File: config.mk
export PLATFORM = sky130hd
export DESIGN_NAME = fifo_reader
export DESIGN_NICKNAME = d
export VERILOG_FILES = /design/src/rtl/fifo_pkg.sv /design/src/rtl/fifo_skid_buf.sv /design/src/rtl/fifo_reader.sv
export SDC_FILE = /design/constraint.sdc
export NUM_CORES = 1
export LEC_CHECK = 0
export ABC_AREA = 1
export CORE_AREA = 2 2 92 94
export DETAILED_ROUTE_END_ITERATION = 8
export DIE_AREA = 0 0 94 96
export PLACE_DENSITY = 0.83
export SLEW_MARGIN = 20
export SYNTH_ARGS = -nofsm -noshare
export SYNTH_HDL_FRONTEND = slang
export SYNTH_SLANG_ARGS = --single-unit
File: constraint.sdc
create_clock -name clock_out -period 2.7 [get_ports clock_out]
set_input_delay 0.54 -clock clock_out [delete_from_list [all_inputs] [get_ports clock_out]]
set_output_delay 0.54 -clock clock_out [all_outputs]
set_load 0.005 [all_outputs]
File: src/rtl/fifo_pkg.sv
// Shared defaults and the skid-buffer occupancy type for the read side of the dual-clock fifo.
package fifo_pkg;

    localparam int unsigned DATA_WIDTH_DEF = 32;
    localparam int unsigned CNT_WIDTH_DEF  = 16;
    localparam int unsigned SEQ_START_DEF  = 1;

    typedef enum logic [1:0] {
        SKID_EMPTY = 2'd0,
        SKID_ONE   = 2'd1,
        SKID_FULL  = 2'd2
    } skid_count_t;

endpackage

File: src/rtl/fifo_skid_buf.sv
// Two-entry skid buffer: entries leave in arrival order, and the head word stays stable
// until it is popped.
module fifo_skid_buf
    import fifo_pkg::*;
#(
    parameter int unsigned DATA_WIDTH = DATA_WIDTH_DEF
) (
    input  logic                  clk_i,
    input  logic                  rst_i,
    input  logic                  push_i,
    input  logic [DATA_WIDTH-1:0] pushData_i,
    input  logic                  pop_i,
    output logic [1:0]            count_o,
    output logic [DATA_WIDTH-1:0] headData_o
);

    skid_count_t           count_q, count_d;
    logic [DATA_WIDTH-1:0] head_q, head_d;
    logic [DATA_WIDTH-1:0] tail_q, tail_d;
    logic                  doPush;
    logic                  doPop;

    // A full buffer only accepts a word when the head leaves on the same edge.
    assign doPop  = pop_i && (count_q != SKID_EMPTY);
    assign doPush = push_i && ((count_q != SKID_FULL) || doPop);

    always_comb begin
        count_d = count_q;
        head_d  = head_q;
        tail_d  = tail_q;
        case (count_q)
            SKID_EMPTY: begin
                if (doPush) begin
                    head_d  = pushData_i;
                    count_d = SKID_ONE;
                end
            end
            SKID_ONE: begin
                if (doPush && doPop) begin
                    head_d = pushData_i;
                end else if (doPush) begin
                    tail_d  = pushData_i;
                    count_d = SKID_FULL;
                end else if (doPop) begin
                    count_d = SKID_EMPTY;
                end
            end
            SKID_FULL: begin
                if (doPop) begin
                    head_d = tail_q;
                    if (doPush) begin
                        tail_d = pushData_i;
                    end else begin
                        count_d = SKID_ONE;
                    end
                end
            end
            default: begin
                count_d = SKID_EMPTY;
            end
        endcase
    end

    always_ff @(posedge clk_i) begin
        if (rst_i) begin
            count_q <= SKID_EMPTY;
            head_q  <= '0;
            tail_q  <= '0;
        end else begin
            count_q <= count_d;
            head_q  <= head_d;
            tail_q  <= tail_d;
        end
    end

    assign count_o    = count_q;
    assign headData_o = head_q;

endmodule

File: src/rtl/fifo_reader.sv
// Read-side consumer of the dual-clock fifo: pops words into a skid buffer and serves them
// on valid/ready. Define FIFO_READER_SEQCHK_EN to build the incrementing-sequence checker.
module fifo_reader
    import fifo_pkg::*;
#(
    parameter int unsigned           DATA_WIDTH = DATA_WIDTH_DEF,
    parameter logic [DATA_WIDTH-1:0] SEQ_START  = DATA_WIDTH'(SEQ_START_DEF),
    parameter int unsigned           CNT_WIDTH  = CNT_WIDTH_DEF
) (
    input  logic                  clock_out,
    input  logic                  rst_out,
    input  logic                  enable,
    input  logic [DATA_WIDTH-1:0] fifo_data,
    input  logic                  fifo_valid,
    output logic                  fifo_ack,
    output logic [DATA_WIDTH-1:0] rd_data,
    output logic                  rd_valid,
    input  logic                  rd_ready,
    output logic [CNT_WIDTH-1:0]  word_count,
    output logic                  seq_err,
    output logic [CNT_WIDTH-1:0]  err_count
);

    logic [1:0]           skidCount;
    logic                 pushEn;
    logic                 popEn;
    logic [CNT_WIDTH-1:0] wordCount_q, wordCount_d;

    // The ack depends only on registered occupancy and local controls, which keeps the fifo
    // handshake free of combinational loops.
    assign fifo_ack = !rst_out && enable && (skidCount < SKID_FULL);
    assign pushEn   = fifo_valid && fifo_ack;
    assign popEn    = rd_valid && rd_ready;
    assign rd_valid = (skidCount != SKID_EMPTY);

    fifo_skid_buf #(
        .DATA_WIDTH (DATA_WIDTH)
    ) u_skid (
        .clk_i      (clock_out),
        .rst_i      (rst_out),
        .push_i     (pushEn),
        .pushData_i (fifo_data),
        .pop_i      (popEn),
        .count_o    (skidCount),
        .headData_o (rd_data)
    );

    always_comb begin
        wordCount_d = wordCount_q;
        if (pushEn && (wordCount_q != '1)) begin
            wordCount_d = wordCount_q + CNT_WIDTH'(1);
        end
    end

    always_ff @(posedge clock_out) begin
        if (rst_out) begin
            wordCount_q <= '0;
        end else begin
            wordCount_q <= wordCount_d;
        end
    end

    assign word_count = wordCount_q;

`ifdef FIFO_READER_SEQCHK_EN
    logic [DATA_WIDTH-1:0] expected_q, expected_d;
    logic                  seqErr_q, seqErr_d;
    logic [CNT_WIDTH-1:0]  errCount_q, errCount_d;

    // Always resync to the received word so that a gap costs exactly one error.
    always_comb begin
        expected_d = expected_q;
        seqErr_d   = seqErr_q;
        errCount_d = errCount_q;
        if (pushEn) begin
            expected_d = fifo_data + DATA_WIDTH'(1);
            if (fifo_data != expected_q) begin
                seqErr_d = 1'b1;
                if (errCount_q != '1) begin
                    errCount_d = errCount_q + CNT_WIDTH'(1);
                end
            end
        end
    end

    always_ff @(posedge clock_out) begin
        if (rst_out) begin
            expected_q <= SEQ_START;
            seqErr_q   <= 1'b0;
            errCount_q <= '0;
        end else begin
            expected_q <= expected_d;
            seqErr_q   <= seqErr_d;
            errCount_q <= errCount_d;
        end
    end

    assign seq_err   = seqErr_q;
    assign err_count = errCount_q;
`else
    logic [DATA_WIDTH-1:0] unusedSeqStart;

    assign unusedSeqStart = SEQ_START;
    assign seq_err        = 1'b0;
    assign err_count      = '0;
`endif

endmodule

==> run summary, run 1 <==
Worst setup SP type: register
initial antenna violation count: 0
CTS hold repair buffers: 0
total iterations of the first detailed-routing run: 4
# port buffers: 86
Hold Slack: 0.464 ns
Post-DRT Antenna Nets: 0
clock buffer depth: 2
unrepaired setup endpoints after global routing: no
post-CTS setup repair buffer count: 0
CP max-delay cell: clkdlybuf4s50_1
RR Startpoint: u_skid.count_o[1]
TritonCTS Sinks: 82
Worst Skew: 0.00843 ns
Tcrit/Tclk final: 84.2%
leading cell type in the layout, fill and taps excluded: nand2_1
total negative slack: 0 ns
Largest delay share family, worst path: buffers and inverters
Worst VDD drop: 0.000274 V
worst setup path startpoint: u_skid.count_o[1]
critical-path cell list: inv_1, ha_1, inv_2, clkdlybuf4s50_1
# IOs: 104
CP Depth: 4
CTS tree: done
register bit total from synthesis: 82
Bufs and invs on worst path: 3
Netlist cell types: 29
Final min period: 2.27 ns
Max Clock Freq: 440 MHz
leakage power: 2.16 nW
setup violators final: 0
post_cts resized: 0
first-pass GRT wire length: 15,400 um
wire length per cell: 12.1 um
most frequent cells in the layout: 194 x nand2_1, 85 x clkdlybuf4s50_1, 82 x dfxtp_1, 80 x nor2_1, 48 x a21oi_1
1st-iter DRT viols: 225
crit end category: output pin
DIE HEIGHT: 96 um
Mapped Area: 4120 um^2
final HPWL from detailed placement: 6480 um
synthesized area per cell: 6.76 um^2
# diodes: 0
Ys Warns: 0
share of layout cells above drive strength 1: 4.99%
Hold Path Class: register to register
DIE WIDTH: 94 um
synthesized instance count: 609
CTS clk-pin slew, worst paths: 0.08 ns
final hold vios: 0
CP Data Arrival Time: 1.73 ns
R2R depth: 10
CTS Root Buffer Type: clkbuf_8
vias: 3,943
clock latency on the worst-skew pair: 0.35 ns
H-tree depth: 3
vias in the first global route: 3,479
pin count of the biggest net entering global routing: 66
PwrDens: 581 nW/um^2
Place WS: 0.389 ns
Relative slew margins: 61.2%
GPL Wtd Cong: 0.908
register area share after synthesis: 39.9%
max-cap violations: 0
Slew @ Worst Pin: 0.580 ns
Num CTS Buffers: 9
CP max stage delay: 0.50 ns
Slew Viols, Final: 0
area grow syn2layout: 23.2%
Setup CP Type: register to output pin
Nets: 720
WL final: 9500 um
PnR worst setup slack: 0.426 ns
# rows: 33
CP max FO: 5
reg2reg end: u_skid.headData_o[28]
crit path to: rd_valid
CP required: 2.16 ns
R2R setup slack: 0.59 ns
GR Overflow Total: 0
routed vias/inst: 5.02
full die area: 9020 um^2
number of remaining DRC errors: 0
Starting Density: 51.1%
core area: 8050 um^2
status: completed
GRT Util Overall: 21.3%
[worst min path at each step]
stage / from / end / slack [ns] / cells after the start
floorplan: u_skid.headData_o[27] / u_skid.headData_o[27] / 0.46 / 2
global placement: u_skid.headData_o[18] / u_skid.headData_o[18] / 0.45 / 2
detailed placement: u_skid.headData_o[18] / u_skid.headData_o[18] / 0.46 / 2
CTS: u_skid.headData_o[18] / u_skid.headData_o[18] / 0.47 / 2
global route: u_skid.headData_o[18] / u_skid.headData_o[18] / 0.49 / 2
finish: u_skid.headData_o[18] / u_skid.headData_o[18] / 0.46 / 2
[logic make-up after synthesis]
logic type | count (synthesis) | synth area share [%]
fa+ha+maj | 5 | 1.52
xor+xnor | 10 | 2.13
simple gates | 328 | 33.1
other cells | 1 | 0.0911
buf+inv | 97 | 12.2
compound gates | 86 | 11.1
flops | 82 | 39.9
[through the flow]
step / instance area (um^2) / utilization, % / power (mW) / cells
after global routing: 5070 / 63.0 / 3.09 / 786
after floorplan: 4180 / - / 1.85 / 625
after global placement: 4900 / 60.8 / 2.11 / 772
final: 5070 / 63.0 / 2.95 / 786
after detailed placement: 4900 / 60.8 / 2.14 / 772
after CTS: 5070 / 63.0 / 2.96 / 786
[cells in the mapped netlist]
library cell	count	area share, %
nand2_2	1	0.15
ha_1	5	1.5
o2111ai_4	1	0.64
nor3_1	5	0.61
o21ai_2	1	0.21
clkinv_2	1	0.12
nand2_1	194	18
buf_6	6	1.6
conb_1	1	0.091
or2_2	1	0.15
nand3_1	37	4.5
a21oi_1	48	5.8
inv_2	2	0.18
inv_1	44	4.0
nand2_4	2	0.55
nand4_1	2	0.30
a31oi_1	1	0.15
nor2_1	80	7.3
xnor2_1	6	1.3
buf_4	20	3.6
dfxtp_1	82	40
nand3_2	2	0.49
nor3_4	1	0.40
clkbuf_1	12	1.1
xor2_1	4	0.85
nand3_4	1	0.43
nor2_4	2	0.55
buf_2	12	1.5
o21ai_0	35	4.3
[layer usage]
layer  vias to the layer above  wire (um)  global-route usage, %
met5                         -          0                      0
met4                         0        193                   8.45
met3                        17        524                   3.05
met2                       131       4770                   37.2
met1                      1795       4010                   26.6
li1                       2000          -                      -
[sequential cells by signal, summed over array words and instances, names as in the netlist]
name / flops
u_skid.count_o: 2
u_skid.headData_o: 32
u_skid.tail_q: 32
word_count: 16
[final cells by class]
cell class	count	area (um^2)
Clock inverter	3	42.5
Fill cell	713	2980
Timing Repair Buffer	92	913
Sequential cell	82	1640
Inverter	47	178
Clock buffer	11	131
Multi-Input combinational cell	446	2030
Tap cell	105	131
[power by group]
group | internal [mW] | switching [mW]
sequential | 1.32 | 0.0663
combinational | 0.327 | 0.403
clock | 0.417 | 0.419
[worst register-to-register path: cells and delay by family (launching register included)]
family,cells,cell delay (ns)
compound gates,1,0.09
fa+ha+maj,1,0.21
buf+inv,2,0.20
flops,1,0.48
simple gates,6,1.01
(Power assumes the default switching activity.)
==> run 2, diff against run 1 <==
CORE_AREA = 2 2 95 97   (was 2 2 92 94)
DIE_AREA = 0 0 97 99   (was 0 0 94 96)
PLACE_DENSITY = 0.79   (was 0.83)
clock period = 2.3 ns   (was 2.7 ns; I/O delays follow)
==> run 2 against run 1 <==
Via count unchanged. Global-route usage decreased by 0.68 points. Sequential share of layout area decreased by 0.66 points. Sequential cell count unchanged. Critical endpoint unchanged. Highest routed layer unchanged.
==> run summary, run 2 (synthesized netlist as in run 1, its figures left out) <==
status: completed
CP max-delay cell: clkdlybuf4s50_1
H-tree depth: 3 (unchanged)
CP required: 1.84 ns (-0.32 ns)
Cell Int Power: 2.72 mW (+32%)
final HPWL from detailed placement: 6520 um (+0.66%)
CTS clk-pin slew, worst paths: 0.08 ns (about the same)
CP Data Arrival Time: 1.76 ns (+0.03 ns)
# IOs: 104 (unchanged)
clock buffer depth: 2 (unchanged)
Final min period: 2.22 ns
Worst setup SP type: register
R2R depth: 8 (-2)
PwrDens: 731 nW/um^2 (+26%)
Max Clock Freq: 451 MHz
crit path to: rd_valid
core area: 8550 um^2 (+6.2%)
total power: 3.78 mW (+28%)
PnR worst setup slack: 0.0826 ns (-0.343 ns)
# rows: 34 (+3.0%)
# port buffers: 86 (unchanged)
leading cell type in the layout, fill and taps excluded: nand2_1
reg2reg end: u_skid.headData_o[22]
Sw Share: 28.2% (-2.0 points)
number of remaining DRC errors: 0 (unchanged)
Setup CP Type: register to output pin
first-pass GRT wire length: 16,600 um (+7.8%)
NetSw: 1.06 mW (+20%)
TritonCTS Sinks: 82 (unchanged)
Starting Density: 48.1% (-3.0 points)
M2 GR Usage: 36.2% (-0.98 points)
vias: 3,943 (unchanged)
CP max FO: 5 (unchanged)
DIE HEIGHT: 99 um (+3.1%)
leakage power: 2.21 nW (+2.5%)
GPL Wtd Cong: 0.989 (+8.9%)
Slew Viols, Final: 0 (unchanged)
Seq pwr share: 42.8% (-4.1 points)
CP max stage delay: 0.50 ns (about the same)
Slew @ Worst Pin: 0.530 ns (-0.0501 ns)
Place WS: 0.0959 ns (-0.293 ns)
crit end category: output pin
Hold Path Class: register to register
clock power share: 33.9% (+5.6 points)
critical-path cell list: inv_1, ha_1, inv_2, clkdlybuf4s50_1
# diodes: 0 (unchanged)
clock latency on the worst-skew pair: 0.34 ns (about the same)
max-cap violations: 0 (unchanged)
Relative slew margins: 64.6% (+3.5 points)
area grow syn2layout: 25.8%
Nets: 721 (+0.14%)
CTS tree: done
DP Cell Count: 776 (+0.52%)
Worst Skew: 0.00849 ns (+0.0000570 ns)
Num CTS Buffers: 9 (unchanged)
final hold vios: 0 (unchanged)
worst setup path startpoint: u_skid.count_o[1]
CTS Root Buffer Type: clkbuf_8
gr busiest metal: met2
routed vias/inst: 4.98 (-0.63%)
GRT Util Overall: 20.6% (-0.68 points)
total negative slack: 0 ns (unchanged)
setup violators final: 0 (unchanged)
DIE WIDTH: 97 um (+3.2%)
Post-DRT Antenna Nets: 0 (unchanged)
CTS hold repair buffers: 0 (unchanged)
1st-iter DRT viols: 184 (-18%)
GR Overflow Total: 0 (unchanged)
RR Startpoint: u_skid.count_o[1]
full die area: 9600 um^2 (+6.4%)
total iterations of the first detailed-routing run: 4 (unchanged)
vias in the first global route: 3,759 (+8.0%)
Tcrit/Tclk final: 96.4%
initial antenna violation count: 0 (unchanged)
M1 GR Usage: 25.2% (-1.4 points)
Reg area: 1640 um^2 (unchanged)
Finished Layout Cells: 791 (+0.64%)
Multi-input gate area: 2040 um^2 (+0.25%)
R2R setup slack: 0.30 ns (-0.29 ns)
fillers: 777 (+9.0%)
Worst VDD drop: 0.000323 V (+18%)
share of layout cells above drive strength 1: 5.56% (+0.57 points)
wire length per cell: 12.3 um (+1.7%)
pin count of the biggest net entering global routing: 65 (-1.5%)
WL final: 9720 um (+2.4%)
unrepaired setup endpoints after global routing: no
most frequent cells in the layout: 194 x nand2_1, 85 x clkdlybuf4s50_1, 82 x dfxtp_1, 80 x nor2_1, 48 x a21oi_1
grt met3 use: 4.47% (+1.4 points)
Comb power frac: 23.3% (-1.4 points)
## run 2: final cells by class
type,instances,area share [%]
Sequential cell,82,31.7
Clock inverter,4,1.91
Inverter,47,3.43
Tap cell,108,2.61
Multi-Input combinational cell,446,39.4
Clock buffer,11,2.92
Timing Repair Buffer,93,18.0
## run 2: how the worst min path moves through the flow
| stage | from | depth (start not counted) | slack [ns] | to |
|---|---|---|---|---|
| finish | u_skid.headData_o[26] | 2 | 0.47 | u_skid.headData_o[26] |
| global route | u_skid.headData_o[17] | 2 | 0.48 | u_skid.headData_o[17] |
| floorplan | u_skid.headData_o[27] | 2 | 0.46 | u_skid.headData_o[27] |
| CTS | u_skid.headData_o[31] | 2 | 0.47 | u_skid.headData_o[31] |
| detailed placement | u_skid.headData_o[31] | 2 | 0.45 | u_skid.headData_o[31] |
| global placement | u_skid.headData_o[17] | 2 | 0.45 | u_skid.headData_o[17] |
## run 2: critical path: cells and delay by family, from the launching register on
family	cells	cell delay (ns)
adders and majority gates	1	0.23
DFF	1	0.47
buffers and inverters	3	0.72
## run 2: repair_timing
item                       in CTS  in global routing
buffers inserted                0                  0
hold endpoints to repair        0                  0
setup endpoints to repair       0                 27
gates resized for setup         0                  1
## run 2: metal layers
metal	vias up	wire, um
met2	130	4740
met4	0	146
met3	15	601
li1	2008	-
met5	-	0
met1	1790	4230
## run 2: stage by stage
stage	utilization [%]	area, um^2	hold WS [ns]
final	60.5	5180	0.469
after global routing	60.5	5180	0.485
after CTS	60.5	5170	0.472
after detailed placement	57.6	4920	0.453
after global placement	57.6	4920	0.454
after floorplan	-	4180	0.456
## run 2: power by group through the flow
stage	Clock (mW)	Combinational (mW)	Sequential, mW
2_1_floorplan	0	0.528	1.64
3_3_place_gp	0	0.844	1.65
3_5_place_dp	0	0.872	1.65
4_1_cts	1.31	0.878	1.62
5_1_grt	1.37	0.984	1.63
6_report	1.28	0.880	1.62
